File: src/rtl/spi_flash_reader.sv
// SPI mode-0 flash read master: sends opcode + address, then streams the
// returned bytes out over a valid/ready handshake. SCK is stretched low
// (never high) whenever the output byte has not been taken in time.
module spi_flash_reader #(
    parameter int         CLK_DIV = 8,
    parameter int         ADDR_W  = 24,
    parameter int         LEN_W   = 8,
    parameter logic [7:0] CMD     = 8'h03
) (
    input  logic              clk,
    input  logic              rst_n,
    input  logic              start,
    input  logic [ADDR_W-1:0] addr,
    input  logic [LEN_W-1:0]  len,
    output logic              busy,
    output logic              done,
    output logic [7:0]        rd_data,
    output logic              rd_valid,
    input  logic              rd_ready,
    output logic              spi_ss,
    output logic              spi_sck,
    output logic              spi_mosi,
    input  logic              spi_miso
);

    localparam int DIV_W = (CLK_DIV > 1) ? $clog2(CLK_DIV) : 1;
    localparam int BIT_W = $clog2(ADDR_W);
    localparam int TX_W  = 8 + ADDR_W;

    localparam logic [DIV_W-1:0] DIV_LAST  = DIV_W'(CLK_DIV - 1);
    localparam logic [BIT_W-1:0] ADDR_LAST = BIT_W'(ADDR_W - 1);
    localparam logic [BIT_W-1:0] BYTE_LAST = BIT_W'(7);

    typedef enum logic [2:0] {
        S_IDLE, S_CS_SETUP, S_CMD, S_ADDR, S_DATA, S_STALL, S_CS_HOLD, S_GAP
    } state_t;

    state_t             r_state;
    state_t             w_next_state;
    logic [DIV_W-1:0]   r_div;         // cycles spent in the current half-cell / phase
    logic               r_phase;       // 0: sck low half, 1: sck high half
    logic [BIT_W-1:0]   r_bit;         // bit index inside CMD, ADDR or the current data byte
    logic [TX_W-1:0]    r_tx;          // {opcode, address}, shifted out MSB first
    logic [7:0]         r_rx;          // byte being assembled from spi_miso
    logic [LEN_W:0]     r_bytes_left;  // data bytes whose 8th sample has not happened yet
    logic               r_land;        // a complete byte moves to rd_data next edge
    logic [7:0]         r_rd_data;
    logic               r_rd_valid;

    logic w_accept;
    logic w_div_end;
    logic w_shifting;
    logic w_rise;
    logic w_cell_end;
    logic w_hs;
    logic w_out_full;
    logic w_more;

    assign w_accept   = (r_state == S_IDLE) && start;
    assign w_div_end  = (r_div == DIV_LAST);
    assign w_shifting = (r_state == S_CMD) || (r_state == S_ADDR) || (r_state == S_DATA);
    assign w_rise     = w_shifting && !r_phase && w_div_end;
    assign w_cell_end = w_shifting && r_phase && w_div_end;
    assign w_hs       = r_rd_valid && rd_ready;
    // The output register counts as occupied if a byte is about to land or
    // the current one is not being taken this cycle.
    assign w_out_full = r_land || (r_rd_valid && !rd_ready);
    assign w_more     = (r_bytes_left != '0);

    // State register.
    // NOTE: every clocked block uses non-blocking assignments so all
    // registers update from the same pre-edge values.
    always_ff @(posedge clk or negedge rst_n) begin
        if (!rst_n) r_state <= S_IDLE;
        else        r_state <= w_next_state;
    end

    // Next-state decode.
    // NOTE: the default assignment first keeps this block free of latches.
    always_comb begin
        w_next_state = r_state;
        case (r_state)
            S_IDLE:     if (start) w_next_state = S_CS_SETUP;
            S_CS_SETUP: if (w_div_end) w_next_state = S_CMD;
            S_CMD:      if (w_cell_end && r_bit == BYTE_LAST) w_next_state = S_ADDR;
            S_ADDR:     if (w_cell_end && r_bit == ADDR_LAST) w_next_state = S_DATA;
            S_DATA: begin
                if (w_cell_end && r_bit == BYTE_LAST) begin
                    if (w_out_full)  w_next_state = S_STALL;
                    else if (w_more) w_next_state = S_DATA;
                    else             w_next_state = S_CS_HOLD;
                end
            end
            S_STALL:    if (w_hs) w_next_state = w_more ? S_DATA : S_CS_HOLD;
            S_CS_HOLD:  if (w_div_end) w_next_state = S_GAP;
            S_GAP:      if (w_div_end) w_next_state = S_IDLE;
            default:    w_next_state = S_IDLE;
        endcase
    end

    // Pin and status outputs decoded from the current state.
    always_comb begin
        busy     = 1'b0;
        done     = 1'b0;
        spi_ss   = 1'b1;
        spi_sck  = 1'b0;
        spi_mosi = 1'b0;
        case (r_state)
            S_CS_SETUP: begin
                busy     = 1'b1;
                spi_ss   = 1'b0;
                spi_mosi = r_tx[TX_W-1];
            end
            S_CMD, S_ADDR: begin
                busy     = 1'b1;
                spi_ss   = 1'b0;
                spi_sck  = r_phase;
                spi_mosi = r_tx[TX_W-1];
            end
            S_DATA: begin
                busy    = 1'b1;
                spi_ss  = 1'b0;
                spi_sck = r_phase;
            end
            S_STALL, S_CS_HOLD: begin
                busy   = 1'b1;
                spi_ss = 1'b0;
            end
            S_GAP:   done = (r_div == '0);
            default: ;
        endcase
    end

    // Bit-cell timing, shift registers, byte counter and output byte register.
    always_ff @(posedge clk or negedge rst_n) begin
        if (!rst_n) begin
            r_div        <= '0;
            r_phase      <= 1'b0;
            r_bit        <= '0;
            r_tx         <= '0;
            r_rx         <= '0;
            r_bytes_left <= '0;
            r_land       <= 1'b0;
            r_rd_data    <= '0;
            r_rd_valid   <= 1'b0;
        end else begin
            if (r_state == S_IDLE || r_state == S_STALL ||
                w_next_state != r_state || w_div_end)
                r_div <= '0;
            else
                r_div <= r_div + 1'b1;

            if (!w_shifting)
                r_phase <= 1'b0;
            else if (w_div_end)
                r_phase <= !r_phase;

            if (!w_shifting)
                r_bit <= '0;
            else if (w_cell_end)
                r_bit <= (w_next_state != r_state ||
                          (r_state == S_DATA && r_bit == BYTE_LAST)) ? '0 : r_bit + 1'b1;

            if (w_accept)
                r_tx <= {CMD, addr};
            else if (w_cell_end && r_state != S_DATA)
                r_tx <= {r_tx[TX_W-2:0], 1'b0};

            if (w_accept)
                r_bytes_left <= {1'b0, len} + 1'b1;
            else if (w_rise && r_state == S_DATA && r_bit == BYTE_LAST)
                r_bytes_left <= r_bytes_left - 1'b1;

            if (w_rise && r_state == S_DATA)
                r_rx <= {r_rx[6:0], spi_miso};

            r_land <= w_rise && (r_state == S_DATA) && (r_bit == BYTE_LAST);

            if (r_land) begin
                r_rd_data  <= r_rx;
                r_rd_valid <= 1'b1;
            end else if (w_hs) begin
                r_rd_valid <= 1'b0;
            end
        end
    end

    assign rd_data  = r_rd_data;
    assign rd_valid = r_rd_valid;

endmodule
File: config.mk
export PLATFORM = sky130hd
export DESIGN_NAME = spi_flash_reader
export DESIGN_NICKNAME = d
export VERILOG_FILES = /design/src/rtl/spi_flash_reader.sv
export SDC_FILE = /design/constraint.sdc
export NUM_CORES = 1
export LEC_CHECK = 0
export BUFFER_PORTS_ARGS = -buffer_cell sky130_fd_sc_hd__clkbuf_2
export CAP_MARGIN = 5
export CORE_MARGIN = 3
export CORE_UTILIZATION = 40
export DETAILED_ROUTE_END_ITERATION = 16
export HOLD_SLACK_MARGIN = 0.06
export PLACE_DENSITY = 0.57
export SKIP_LAST_GASP = 1
export SYNTH_ARGS = -nofsm -noshare
export SYNTH_HDL_FRONTEND = slang
export SYNTH_SLANG_ARGS = --single-unit
export TNS_END_PERCENT = 100
File: constraint.sdc
create_clock -name clk -period 2.75 [get_ports clk]
set_input_delay 0.4125 -clock clk [delete_from_list [all_inputs] [get_ports clk]]
set_output_delay 0.4125 -clock clk [all_outputs]
set_load 0.03 [all_outputs]
==> summary.txt <==
Outcome
  • Status: completed

Routing
  • Antenna-violating nets left: 0
  • Pre-Repair DR Iteration Count: 4
  • Via-to-Cell Ratio: a little over 5
  • 1st-iter DRT viols: between 80 and 90
  • Vias post-DR: 2644
  • DRC errors left: 0
  • Routed wire length per instance: 13.8 µm
  • DRT Wirelength: between 7 and 8 mm

Clocking
  • # resized after CTS: 0
  • CTS Hold Buffers Added: 0
  • Clock slew at reported path FFs: around 0.080 ns
  • CTS Buffer Depth: 2
  • CTS Sinks: 71
  • H-tree depth: 3
  • Worst skew pair latency: about 0.34 ns
  • CTS tree: built
  • Number of buffers created by CTS: 9
  • Root buf cell: clkbuf_8
  • Post CTS Setup Buffer Count: 0

Power
  • Worst vdd ir: between 0.0002 and 0.00025 V
  • PD cells: between 400 and 500 mW/mm²
  • P_leak: 1.94 nW

Critical path
  • Crit path required time: around 2.3 ns
  • Crit-path max FO: 14
  • Critical path class: flip-flop to output port
  • Worst setup SP type: flip-flop
  • CP arrival: approximately 1.9 ns
  • CP endpoint kind: output port

Global routing
  • Initial antenna violation count: 0
  • Overflow after GRT: 0
  • Pin count of the biggest net entering global routing: about 70
  • Number of global-route vias before repair: ~2600
  • Global-route wire length before repair: between 10 and 15 mm
  • Total track usage: between 10% and 20%

Synth
  • Sequential-to-total area share from yosys stat: slightly above 50%
  • Post-synth top flop: dfrtp_1
  • FF+latch count, synth: slightly above 70
  • Syn avg cell area: 10.0 µm²
  • Syn nets: ~390
  • Post-synth EDFFs: 0
  • Post-synthesis async set-or-reset flop share: 100%
  • Synth Warn #: 0
  • Cell Area, Synth: 0.00348 mm²
  • Mapped Cells: 347
  • Netlist cell types: 52

Layout
  • Layout area overhead: 16.3%
  • Storage element area: about 0.0018 mm²
  • Fill cell count: 818
  • Ant. Diodes: 0
  • Design area: ~0.004 mm²
  • Layout cells sized above 1: about a quarter
  • Area of the multi-input gates: approximately 0.0016 mm²
  • Nets: around 440

STA
  • Period utilization: 82.6%
  • Worst relative slew slack: 40.4%
  • Min Hold Slack: 0.265 ns
  • Clk_skew: about 0.0083 ns
  • Setup TNS: 0 ns
  • Worst-Margin Slew: approximately 0.9 ns
  • Tmin final: 2.27 ns
  • RSZ-0062 raised after global routing: no
  • Final hold vios: 0
  • Max-slew violations: 0
  • Peak Freq: 440 MHz
  • Final setup fails: 0

Min path
  • Hold crit path type: primary input to async pin

Job
  • Maxcap violations: 0

Placement
  • Dpl hpwl: between 4 and 5 mm
  • Cell Area, Placed: slightly below 0.004 mm²
  • I/O Buffers: 50
  • Gpl congestion: roughly 0.88

Die
  • Initial core utilization: a little over two fifths
  • Die height: roughly 100 µm
  • Row Count: 33
  • IO Count: 51
  • Area of the die: ~0.0099 mm²
  • Core area: roughly 0.0083 mm²
  • Die X: between 90 and 100 µm
cells by family after synthesis:
group | share of synthesized area [%]
AOI/OAI and AO/OA | 12.7
xor gates and xnor gates | 4.53
adders and majority gates | 2.52
buffers and inverters | 3.78
DFF | 51.1
muxes | 5.79
and+or+nand+nor | 19.7
metrics by stage:
step | instances | power [mW] | util (%) | setup slack [ns]
after global placement | 494 | 1.17 | 46.2 | 0.686
after detailed placement | 494 | 1.17 | 46.2 | 0.630
after floorplan | 347 | 1.11 | - | 0.749
after global routing | 510 | 2.05 | 48.5 | 0.276
final | 510 | 1.96 | 48.5 | 0.478
after CTS | 510 | 1.99 | 48.5 | 0.459
critical path: stages, from the launching register on:
cell and delay (ns):
dfrtp_1 0.62, nand2b_1 0.24, o21a_1 0.31, nor2b_1 0.14
clkbuf_2 0.21
registers in the layout, summed over array words and instances, names as in the netlist:
| register | cells |
|---|---|
| r_bit | 5 |
| r_land | 1 |
| rd_valid | 1 |
| r_div | 3 |
| r_tx | 32 |
| rd_data | 8 |
| r_phase | 1 |
| r_rx | 8 |
| r_state | 3 |
| r_bytes_left | 9 |
cell usage after synthesis (all sizes together), types with 2 or more instances:
| library cell | number | area, µm² |
|---|---|---|
| buf | 11 | 67.6 |
| clkbuf | 9 | 33.8 |
| and2 | 4 | 25.0 |
| a22o | 9 | 78.8 |
| a31oi | 4 | 25.0 |
| nor2b | 2 | 12.5 |
| dfrtp | 71 | 1780 |
| inv | 8 | 30.0 |
| or3 | 2 | 12.5 |
| o22ai | 22 | 138 |
| nand2b | 4 | 25.0 |
| nor2 | 65 | 246 |
| and4bb | 2 | 25.0 |
| or4b | 2 | 23.8 |
| a21oi | 8 | 40.0 |
| ha | 7 | 87.6 |
| xor2 | 7 | 61.3 |
| o21ai | 8 | 40.0 |
| nand4 | 2 | 12.5 |
| nor4 | 3 | 25.0 |
| xnor2 | 11 | 96.3 |
| mux2 | 17 | 191 |
| nand2 | 32 | 125 |
| nand3 | 14 | 75.1 |
| nor3 | 6 | 40.0 |
| o22a | 2 | 17.5 |
final timing paths:
check / start / end / slack (ns) / depth (start not counted)
worst max-delay path: r_state[2] / spi_sck / 0.48 / 4
worst min-delay path: rst_n / r_tx[12] / 0.26 / 2
worst max register to register: r_div[0] / r_bit[3] / 0.61 / 9
worst min register to register: r_div[0] / r_div[0] / 0.47 / 1
max in group asynchronous: rst_n / rd_valid / 1.90 / 2
min in group clk: spi_miso / r_rx[0] / 0.28 / 2
metal layers:
layer  wire length, µm  vias to the layer above  track usage (%)
met5                 0                        -                0
li1                  -                     1322                -
met3               318                        8             4.70
met1              3500                     1266             22.0
met2              3130                       48             23.1
met4                95                        0             4.62
layout make-up:
| cell class | instances | share of cell area [%] |
|---|---|---|
| Multi-Input combinational cell | 248 | 39.0 |
| Timing Repair Buffer | 62 | 8.41 |
| Clock buffer | 11 | 3.25 |
| Sequential cell | 71 | 43.9 |
| Clock inverter | 5 | 1.45 |
| Inverter | 8 | 0.742 |
| Tap cell | 105 | 3.25 |
placed cells by master (no fill, tap or decap), types with 2 or more instances in the layout:
master / netlist / routed
xnor2_1: 11 / 11
a22o_1: 9 / 9
dfrtp_1: 71 / 71
nand2_1: 30 / 30
o22a_1: 2 / 2
nor2b_1: 2 / 2
nand3_1: 13 / 13
nor3_2: 2 / 2
and2_1: 4 / 4
clkbuf_1: 9 / 2
clkinvlp_4: 0 / 2
clkbuf_8: 0 / 9
and4bb_1: 2 / 2
nand2b_1: 4 / 4
nand2_2: 2 / 2
nor2_1: 64 / 64
o21ai_0: 5 / 5
ha_1: 7 / 7
a31oi_1: 4 / 4
inv_1: 8 / 8
mux2_2: 16 / 16
clkbuf_2: 0 / 49
nor4_1: 2 / 2
o22ai_1: 22 / 22
or3_1: 2 / 2
o21ai_1: 3 / 3
buf_4: 1 / 12
nand4_1: 2 / 2
a21oi_1: 8 / 8
nor3_1: 4 / 4
xor2_1: 7 / 7
power breakdown:
part / internal, mW / leakage [nW] / switching [mW]
combinational: 0.0365 / 0.918 / 0.0468
clock: 0.420 / 0.0895 / 0.397
sequential: 1.05 / 0.932 / 0.0106
total: 1.51 / 1.94 / 0.454
Power figures use the tool's default switching activity.
